==> config.mk <==
export PLATFORM = sky130hd
export DESIGN_NAME = a_frame_unpacker
export DESIGN_NICKNAME = d
export VERILOG_FILES = /design/src/rtl/a_frame_unpacker.sv
export SDC_FILE = /design/constraint.sdc
export NUM_CORES = 1
export LEC_CHECK = 0
export ABC_AREA = 1
export CAP_MARGIN = 20
export CORE_MARGIN = 1.5
export CORE_UTILIZATION = 57
export CTS_CLUSTER_SIZE = 30
export DETAILED_ROUTE_END_ITERATION = 7
export MAX_ROUTING_LAYER = met4
export PLACE_DENSITY = 0.91
export SETUP_SLACK_MARGIN = 0.3
export SYNTH_ARGS = -nofsm -noshare
export SYNTH_HDL_FRONTEND = slang
export SYNTH_SLANG_ARGS = --single-unit
==> constraint.sdc <==
create_clock -name clock -period 6.9 [get_ports clock]
set_input_delay 1.38 -clock clock [delete_from_list [all_inputs] [get_ports clock]]
set_output_delay 1.38 -clock clock [all_outputs]
set_load 0.005 [all_outputs]
==> src/rtl/a_frame_unpacker.sv <==
// a_frame_unpacker: receive side of the a_if vector stage.
// Captures whole frames in one cycle, removes the stage's +OFFSET and
// replays the elements one by one on a valid/ready stream. Frames are held
// in a two-slot buffer because the source cannot be stalled; any frame that
// finds no room is dropped and flagged on a sticky overflow bit.
// Optional: define A_UNPACK_DROP_CNT_EN to add a saturating 8-bit drop_count.
module a_frame_unpacker #(
  parameter int WIDTH    = 8,
  parameter int NUM_ELEM = 9,
  parameter int OFFSET   = 100
) (
  input  logic                      clock,
  input  logic                      reset,
  input  logic                      frame_valid,
  input  logic [NUM_ELEM*WIDTH-1:0] frame_data,
  output logic                      elem_valid,
  input  logic                      elem_ready,
  output logic [WIDTH-1:0]          elem_data,
  output logic [3:0]                elem_idx,
  output logic                      elem_last,
  output logic                      busy,
  output logic                      overflow
`ifdef A_UNPACK_DROP_CNT_EN
  ,
  output logic [7:0]                drop_count
`endif
);

  typedef enum logic {SL_EMPTY, SL_FULL} slot_t;
  typedef enum logic {S_IDLE, S_SEND} ser_t;

  logic [NUM_ELEM-1:0][WIDTH-1:0] r_mem [2];
  slot_t                          r_slot [2];
  ser_t                           r_state;
  logic                           r_wptr;
  logic                           r_rptr;
  logic [3:0]                     r_cnt;
  logic                           r_ovf;

  logic                           w_full;
  logic                           w_other_full;
  logic                           w_xfer;
  logic                           w_pop;
  logic                           w_cap;
  logic                           w_drop;
  logic [NUM_ELEM-1:0][WIDTH-1:0] w_sub;

  assign w_full       = (r_slot[0] == SL_FULL) && (r_slot[1] == SL_FULL);
  assign w_other_full = (r_slot[~r_rptr] == SL_FULL);
  assign w_xfer       = elem_valid && elem_ready;
  assign w_pop        = w_xfer && elem_last;
  // A full buffer still accepts a frame when the head frees its slot this cycle.
  assign w_cap        = frame_valid && (!w_full || w_pop);
  assign w_drop       = frame_valid && w_full && !w_pop;

  // Remove the stage offset per element at capture time (wraps mod 2^WIDTH).
  always_comb begin
    w_sub = '0;
    for (int k = 0; k < NUM_ELEM; k++)
      w_sub[k] = frame_data[k*WIDTH +: WIDTH] - WIDTH'(OFFSET);
  end

  // Slot storage and per-slot EMPTY/FULL state; push after pop so a freed
  // slot can be refilled in the same cycle.
  always_ff @(posedge clock or posedge reset) begin
    if (reset) begin
      for (int s = 0; s < 2; s++) begin
        r_mem[s]  <= '0;
        r_slot[s] <= SL_EMPTY;
      end
    end else begin
      if (w_pop) r_slot[r_rptr] <= SL_EMPTY;
      if (w_cap) begin
        r_slot[r_wptr] <= SL_FULL;
        r_mem[r_wptr]  <= w_sub;
      end
    end
  end

  // Write/read pointers toggle once per captured/retired frame.
  always_ff @(posedge clock or posedge reset) begin
    if (reset) begin
      r_wptr <= 1'b0;
      r_rptr <= 1'b0;
    end else begin
      if (w_cap) r_wptr <= ~r_wptr;
      if (w_pop) r_rptr <= ~r_rptr;
    end
  end

  // Serializer: element counter plus IDLE/SEND state tracking head occupancy.
  always_ff @(posedge clock or posedge reset) begin
    if (reset) begin
      r_state <= S_IDLE;
      r_cnt   <= 4'd0;
    end else begin
      if (w_pop)       r_cnt <= 4'd0;
      else if (w_xfer) r_cnt <= r_cnt + 4'd1;
      if (w_cap)                        r_state <= S_SEND;
      else if (w_pop && !w_other_full)  r_state <= S_IDLE;
    end
  end

  // Sticky loss flag.
  always_ff @(posedge clock or posedge reset) begin
    if (reset)       r_ovf <= 1'b0;
    else if (w_drop) r_ovf <= 1'b1;
  end

`ifdef A_UNPACK_DROP_CNT_EN
  logic [7:0] r_drop_cnt;

  // Saturating count of dropped frames.
  always_ff @(posedge clock or posedge reset) begin
    if (reset)                               r_drop_cnt <= 8'd0;
    else if (w_drop && r_drop_cnt != 8'hFF)  r_drop_cnt <= r_drop_cnt + 8'd1;
  end

  assign drop_count = r_drop_cnt;
`endif

  // Outputs come only from registered state; nothing from frame_* reaches them.
  assign elem_valid = (r_state == S_SEND);
  assign elem_data  = elem_valid ? r_mem[r_rptr][r_cnt] : '0;
  assign elem_idx   = r_cnt;
  assign elem_last  = (r_cnt == 4'(NUM_ELEM - 1));
  assign busy       = (r_slot[0] == SL_FULL) || (r_slot[1] == SL_FULL);
  assign overflow   = r_ovf;

endmodule

Yosys cells after proc, flatten, opt, wreduce, memory -nomap -nowiden:

Index checks and enable logic that the tools add are counted.

* multiplexer cells: 22
* $lt $le $gt $ge: 6
* $add $sub $neg: 10
* equal/unequal tests: 1
* reductions and logical operators: 16
* bitwise gates (word level): 8

Operator list (number)
* 2-to-1 mux 72 bit: 4
* bitwise mux 144 bit: 1
* demux 72 bit (select 1 bit): 1
* subtractor 8 x 7 -> 8 bit, second input constant: 9
* binary-select mux 8 bit (select 4 bit): 1
* 2-to-1 mux 8 bit: 2
* logical AND 1 bit: 9
* 2-to-1 mux 4 bit: 2
* 2-to-1 mux 1 bit: 7
* >= comparator 2 bit, second input constant: 3
* NOT 1 -> 2 bit: 3
* < comparator 4 x 5 -> 1 bit, second input constant: 1
* adder 4 x 1 -> 4 bit, second input constant: 1
* == test 4 bit, second input constant: 1
* < comparator 2 x 1 -> 1 bit, second input constant: 2
* 2-to-1 mux 2 bit: 2
* nonzero test 2 bit: 2
* zero test 1 bit: 3
* bitwise AND 2 bit: 1
* demux 1 bit (select 1 bit): 2
* logical OR 1 bit: 2
* NOT 1 bit: 2
* NOT 2 bit: 1
* bitwise OR 2 bit: 1

* output and inout bits: 16
* register bits after elaboration: 154
* input port bits: 76
* word-level logic and storage cells: 88

Logic depth before layout (Yosys ltp):

Gate-level depths: netlist of the first run.

* word-level depth: 10
* mapped depth: 14
* gate-level depth less buffers: 11

Worst setup path before layout of the first run:

Ideal clock, no wire load.

* path type: reg-to-output
* start point: reg r_cnt[0] (netlist: elem_idx[0])
* end point: out elem_data[6]
* setup slack: 4.126 ns
* buffers on the path: 1
* arrival: 1.394 ns
* cell stages (with the launch flop): 7
* required time: 5.520 ns
* cell sequence: dfrtp_1 inv_1 buf_2 nand2_1 nor3_2 o211ai_1 a21oi_1

* cells in the longest elaborated chain, start to end: 3

Ends and longest elaborated chain
* from (decl): line 37 `logic [3:0] r_cnt;`
* from (signal assigned): line 98 `else if (w_xfer) r_cnt <= r_cnt + 4'd1;`
* binary-select mux 8 bit (select 4 bit): line 124 `assign elem_data = elem_valid ? r_mem[r_rptr][r_cnt] : '0;`
* 2-to-1 mux 8 bit (implied by the code): line 124
* 2-to-1 mux 8 bit: line 124
* to (decl): line 18 `output logic [WIDTH-1:0] elem_data,`

No other way between the ends. The select of a mux whose other input is x is not followed.

Worst setup path in the final report of the first run:

* start point: reg r_rptr
* end point: out elem_data[3]

* cells in the longest elaborated chain, start to end: 7

Ends and longest elaborated chain
* from (decl): line 36 `logic r_rptr;`
* from (signal assigned): line 87 `if (w_pop) r_rptr <= ~r_rptr;`
* NOT 1 -> 2 bit (implied by the code): line 124
* 2-to-1 mux 72 bit (implied by the code) (3 in series): line 124
* binary-select mux 8 bit (select 4 bit): line 124
* 2-to-1 mux 8 bit (implied by the code): line 124
* 2-to-1 mux 8 bit: line 124

No other way between the ends. The select of a mux whose other input is x is not followed.

==> out/qor.yml, run 1 <==
cts_buffer_depth: 2
arrival_ns: 3.26
synthToLayoutAreaGrowth_pct: 18.7
netlist_top_cells_area: "dfrtp_1 47%, nand2_1 16%, o21ai_0 9.0%, inv_1 8.2%, nand3_1 5.5%"
vdd_ir_drop_max_mv: 0.370
die_w_um: 123
coreArea_mm2: 0.0139
postCtsHoldBufs: 0
ant_nets: 0
yosysWarnings: 0
drt_iter0_drc: 913
die_area_mm2: 0.0151
syn-cell-area_mm2: 0.00819
power-per-cell-area_mw_per_mm2: 448
whs_path_depth: 2
hold_slack_ns: 0.466
vias: 7431
hpwl_mm: 13.5
firstDrtPassIters: 5
endpoint: "elem_data[3]"
status: "finished, final reports clean"
cts_htree_levels: 4
rrSetupSlack_ns: 3.51
dpl.cell_count: 1317
viasPerCell: 5.51
gp_congestion: 0.894
crit_type: "flip-flop to output pin"
final_area_mm2: 0.00972
synth.distinct_cells: 29
synth_top_cell_area_share: 0.471
syn_nets: 1181
first_global_vias: 7354
fin_setup_tns_ns: 0
drc_errors: 0
nets: 1243
seqCellArea_mm2: 0.00385
boundaryPins: 92
ys_seq_elements: 154
cts-resized-gates: 0
cp_max_fo: 58
drt_wl_total_mm: 21.0
avgSynthCellArea_um2: 7.48
clkTransAtPathRegs_ns: 0.06
grt-ovfl-total: 0
place_area_mm2: 0.00910
hold_violations: 0
mostFrequentLayoutCell: "nand2_1"
drt-wirelength-per-cell_um: 15.6
max_slew_margin: 0.293
cp.required_ns: 5.52
multi_input_area_mm2: 0.00335
rsz0062_at_grt: "false"
rr_worst_depth: 10
min_path_type: "flip-flop to flip-flop"
clk_latency_ns: 0.43
antennaDiodeCount: 0
dpl_worst_slack_ns: 2.86
root_buffer: "clkbuf_16"
start_kind: "flip-flop"
endpoint_kind: "output pin"
fillers: 1053
grt_pass1_wl_mm: 34.2
ys_seq_area_frac: 0.471
synth_largest_area_cell: "dfrtp_1"
layout.cells.non_filler: 1348
finalSetupViolations: 0
power.leakage_nw: 4.87
worst_slack_ns: 2.26
clock-sinks: 154
grt_max_degree: 118
track_usage: 0.304
post-route-period-util: 0.673
cts_tree: "yes"
antenna_found_initial: 0
timing.fmax_mhz: 215
cts_made_buffers: 17
initial_core_util: 0.587
die_height_um: 123
final_cell_mix: "342 x nand2_1, 178 x inv_1, 153 x dfrtp_1"
startpoint: "r_rptr"
netlist_instances: 1094
rr_startpoint: "elem_idx[1]"
reg2reg_to: "r_mem[138]"
post-cts-setup-buffers: 0
portBuffers: 91
period_needed_ns: 4.64
drive_gt1_frac: 0.0437
worst_pin_slew_ns: 1.06
rows: 43
finalClockSkew_ns: 0.00601
maxCapViolCount: 0
final_max_slew_viol_count: 0
## how the worst min path moves through the flow
stage | slack, ns | startpoint | to
5_1_grt | 0.50 | overflow | overflow
3_3_place_gp | 0.45 | r_mem[88] | r_mem[88]
3_5_place_dp | 0.46 | r_mem[88] | r_mem[88]
4_1_cts | 0.47 | r_mem[88] | r_mem[88]
6_report | 0.47 | r_mem[88] | r_mem[88]
2_1_floorplan | 0.44 | r_mem[108] | r_mem[108]
## stage by stage
stage	power, mW	util
after global placement	3.22	0.653
final	4.35	0.697
after detailed placement	3.31	0.653
after global routing	4.65	0.697
after floorplan	2.73	-
after CTS	4.32	0.697
## state kept, by name (all words and copies together), names as in the netlist
| register | count |
|---|---|
| r_wptr | 1 |
| elem_valid | 1 |
| r_mem | 144 |
| overflow | 1 |
| r_rptr | 1 |
| r_slot | 2 |
| elem_idx | 4 |
## where the power goes
part | internal, mW | leakage (nW) | total (mW) | switching, mW
Combinational | 0.657 | 2.69 | 1.81 | 1.15
Sequential | 1.33 | 1.89 | 1.57 | 0.235
Clock | 0.615 | 0.296 | 0.974 | 0.359
Total | 2.60 | 4.87 | 4.35 | 1.75
## cell usage after synthesis, drive strengths merged
cell type and n:
o21bai 1, nand2 343, o21ai 157, xor2 36
a21oi 12, clkbuf 31, ha 11, clkinv 2
nor3 21, or2 1, buf 25, nor2 17
o211ai 6, inv 183, dfrtp 154, nand3 93
xnor2 1
## cells by family after synthesis
kind of cell	share of synthesized area
simple gates	0.243
xor+xnor	0.0396
buf+inv	0.120
compound gates	0.110
flops	0.471
fa+ha+maj	0.0168
## critical path, cell delays in order (launching register included)
cell and delay [ns]:
dfrtp_2 0.74, clkinv_1 0.27, buf_4 0.36, nand2_1 0.16, nand3_1 0.10, nand3_1 0.12, nand3_1 0.12, nand2_1 0.13
nand2_1 0.06, a21oi_1 0.19, clkdlybuf4s50_1 0.53
## layout make-up
| class | count | share of cell area |
|---|---|---|
| Timing Repair Buffer | 99 | 0.0999 |
| Sequential cell | 154 | 0.397 |
| Clock inverter | 6 | 0.0113 |
| Tap cell | 180 | 0.0232 |
| Clock buffer | 25 | 0.0520 |
| Inverter | 185 | 0.0722 |
| Multi-Input combinational cell | 699 | 0.345 |
## per-layer routing
layer	vias up	part of all wire	GRT usage
met5	-	0	-
met1	3453	0.39	0.365
met3	84	0.074	0.0641
met2	395	0.49	0.483
li1	3499	-	-
met4	0	0.042	0.158
Power figures use the tool's default switching activity.
==> run 2: changes to the inputs <==
--- a/config.mk
+++ b/config.mk
@@ -8,11 +8,11 @@
 export ABC_AREA = 1
 export CAP_MARGIN = 20
 export CORE_MARGIN = 1.5
-export CORE_UTILIZATION = 57
+export CORE_UTILIZATION = 51
 export CTS_CLUSTER_SIZE = 30
 export DETAILED_ROUTE_END_ITERATION = 7
 export MAX_ROUTING_LAYER = met4
-export PLACE_DENSITY = 0.91
+export PLACE_DENSITY = 0.86
 export SETUP_SLACK_MARGIN = 0.3
 export SYNTH_ARGS = -nofsm -noshare
 export SYNTH_HDL_FRONTEND = slang
==> constraint.sdc (replaced) <==
create_clock -name clock -period 4.14 [get_ports clock]
set_input_delay 0.828 -clock clock [delete_from_list [all_inputs] [get_ports clock]]
set_output_delay 0.828 -clock clock [all_outputs]
set_load 0.005 [all_outputs]
==> out/qor.yml, run 2 (synthesis gave the netlist of run 1 again) <==
vdd_ir_drop_max_mv: 0.604  # +63%
antenna_found_initial: 0  # unchanged
totalPowerFinal_mw: 7.01  # +61%
hold_violations: 0  # unchanged
maxCapViolCount: 0  # unchanged
min_from: "r_mem[88]"
finalClockSkew_ns: 0.00728  # +0.00127 ns
endpoint_kind: "output pin"
portBuffers: 91  # unchanged
dpl.cell_count: 1357  # +3.0%
boundaryPins: 92  # unchanged
max_slew_margin: 0.419  # +0.125
die_area_mm2: 0.0168  # +11%
worst_slack_ns: 0.538  # -1.72 ns
firstDrtPassIters: 5  # unchanged
post-route-util: 0.620  # -0.0772
coreArea_mm2: 0.0158  # +13%
layout.cells.non_filler: 1389  # +3.0%
wl_met1_mm: 8.68  # +5.4%
vias: 7259  # -2.3%
dr_wl_met2_mm: 10.1  # -1.6%
die_height_um: 130  # +5.6%
dpl_worst_slack_ns: 0.803  # -2.06 ns
grt_max_degree: 104  # -12%
drive_gt1_frac: 0.0486  # +0.00493
cts_made_buffers: 17  # unchanged
drt_iter0_drc: 795  # -13%
rows: 46  # +7.0%
drt_wl_total_mm: 20.4  # -2.6%
clkTransAtPathRegs_ns: 0.06  # about the same
initial_core_util: 0.519  # -0.0684
seqCellArea_mm2: 0.00386  # about the same
rsz0062_at_grt: "false"
fillers: 1400  # +33%
wl_met3_mm: 1.17  # -25%
root_buffer: "clkbuf_16"
clk_latency_ns: 0.43  # about the same
final_cell_mix: "342 x nand2_1, 177 x inv_1, 152 x dfrtp_1"
first_global_vias: 7071  # -3.8%
cts_buffer_depth: 2  # unchanged
min_path_type: "flip-flop to flip-flop"
power.leakage_nw: 4.87  # about the same
cp_max_fo: 86  # +48%
cts_htree_levels: 4  # unchanged
place_area_mm2: 0.00924  # +1.5%
track_usage: 0.268  # -0.0362
viasPerCell: 5.23  # -5.2%
cp.required_ns: 3.31  # -2.21 ns
topRoutingLayerUsed: "met4"
hold_slack_ns: 0.469  # +0.00297 ns
mostFrequentLayoutCell: "nand2_1"
power-per-cell-area_mw_per_mm2: 716  # +60%
finalSetupViolations: 0  # unchanged
largest_reg_flops: 144  # unchanged
clock-sinks: 154  # unchanged
drt-wirelength-per-cell_um: 14.7  # -5.4%
nets: 1247  # +0.32%
cts_tree: "yes"
start_kind: "flip-flop"
grt_pass1_wl_mm: 33.8  # -1.2%
period_needed_ns: 3.60
hpwl_mm: 13.6  # +0.50%
rr_startpoint: "elem_idx[1]"
crit_type: "flip-flop to output pin"
die_w_um: 130  # +5.6%
ant_nets: 0  # unchanged
timing.fmax_mhz: 278
fin_setup_tns_ns: 0  # unchanged
whs_path_depth: 2  # unchanged
multi_input_area_mm2: 0.00335  # unchanged
hold_end: "r_mem[88]"
postCtsHoldBufs: 0  # unchanged
grt-ovfl-total: 0  # unchanged
reg2reg_to: "r_mem[39]"
post-cts-setup-buffers: 0  # unchanged
rrSetupSlack_ns: 1.47  # -2.04 ns
cts-resized-gates: 0  # unchanged
antennaDiodeCount: 0  # unchanged
synthToLayoutAreaGrowth_pct: 19.5
rr_worst_depth: 9  # -1
status: "finished, final reports clean"
final_area_mm2: 0.00978  # +0.64%
worst_pin_slew_ns: 0.872  # -0.188 ns
drc_errors: 0  # unchanged
final_max_slew_viol_count: 0  # unchanged
arrival_ns: 2.77  # -0.49 ns
gp_congestion: 0.893  # -0.10%
post-route-period-util: 0.870
top_register: "r_mem"
==> run 2: worst max-delay path by stage <==
| stage | start | endpoint | slack (ns) |
|---|---|---|---|
| final | r_rptr | elem_data[0] | 0.54 |
| after global routing | elem_idx[0] | elem_data[0] | 0.33 |
| after CTS | elem_idx[1] | elem_data[6] | 0.35 |
| after detailed placement | elem_idx[1] | elem_data[6] | 0.80 |
| after global placement | elem_idx[1] | elem_data[6] | 0.89 |
| after floorplan | reset | elem_idx[0] | 1.37 |
==> run 2: report_power, final <==
| part | switching, mW | internal [mW] | leakage [nW] |
|---|---|---|---|
| Sequential | 0.336 | 2.22 | 1.89 |
| Combinational | 1.90 | 1.13 | 2.72 |
| Clock | 0.593 | 0.825 | 0.267 |
| Total | 2.83 | 4.18 | 4.87 |
==> run 2: critical path: stages (launching register included) <==
cell,delay [ns]
dfrtp_2,0.35
buf_4,0.65
o21ai_0,0.17
a21oi_1,0.16
nor2_1,0.05
nand2_1,0.08
nand3_1,0.12
a21oi_1,0.17
clkdlybuf4s50_1,0.52
==> run 2: layout make-up <==
class                      count  area share
clock buffer                  25      0.0507
clock inverter                 7     0.00422
inverter                     185      0.0720
multi-input combinational    699       0.343
sequential                   154       0.394
tap                          216      0.0276
timing repair buffer         103       0.109
==> run 2: layer usage <==
layer | vias up | global-route usage
li1 | 3510 | -
met1 | 3444 | 0.333
met2 | 262 | 0.434
met3 | 43 | 0.0512
met4 | 0 | 0.103
met5 | - | -
==> run 3: changes to the inputs <==
--- a/config.mk
+++ b/config.mk
@@ -9,8 +9,10 @@
 export CAP_MARGIN = 20
 export CORE_MARGIN = 1.5
 export CORE_UTILIZATION = 51
+export CTS_CLUSTER_DIAMETER = 60
 export CTS_CLUSTER_SIZE = 30
 export DETAILED_ROUTE_END_ITERATION = 7
+export HOLD_SLACK_MARGIN = 0.08
 export MAX_ROUTING_LAYER = met4
 export PLACE_DENSITY = 0.86
 export SETUP_SLACK_MARGIN = 0.3
==> results of run 3 <==
No change in the layout: final DEF, timing and power equal those of run 2.
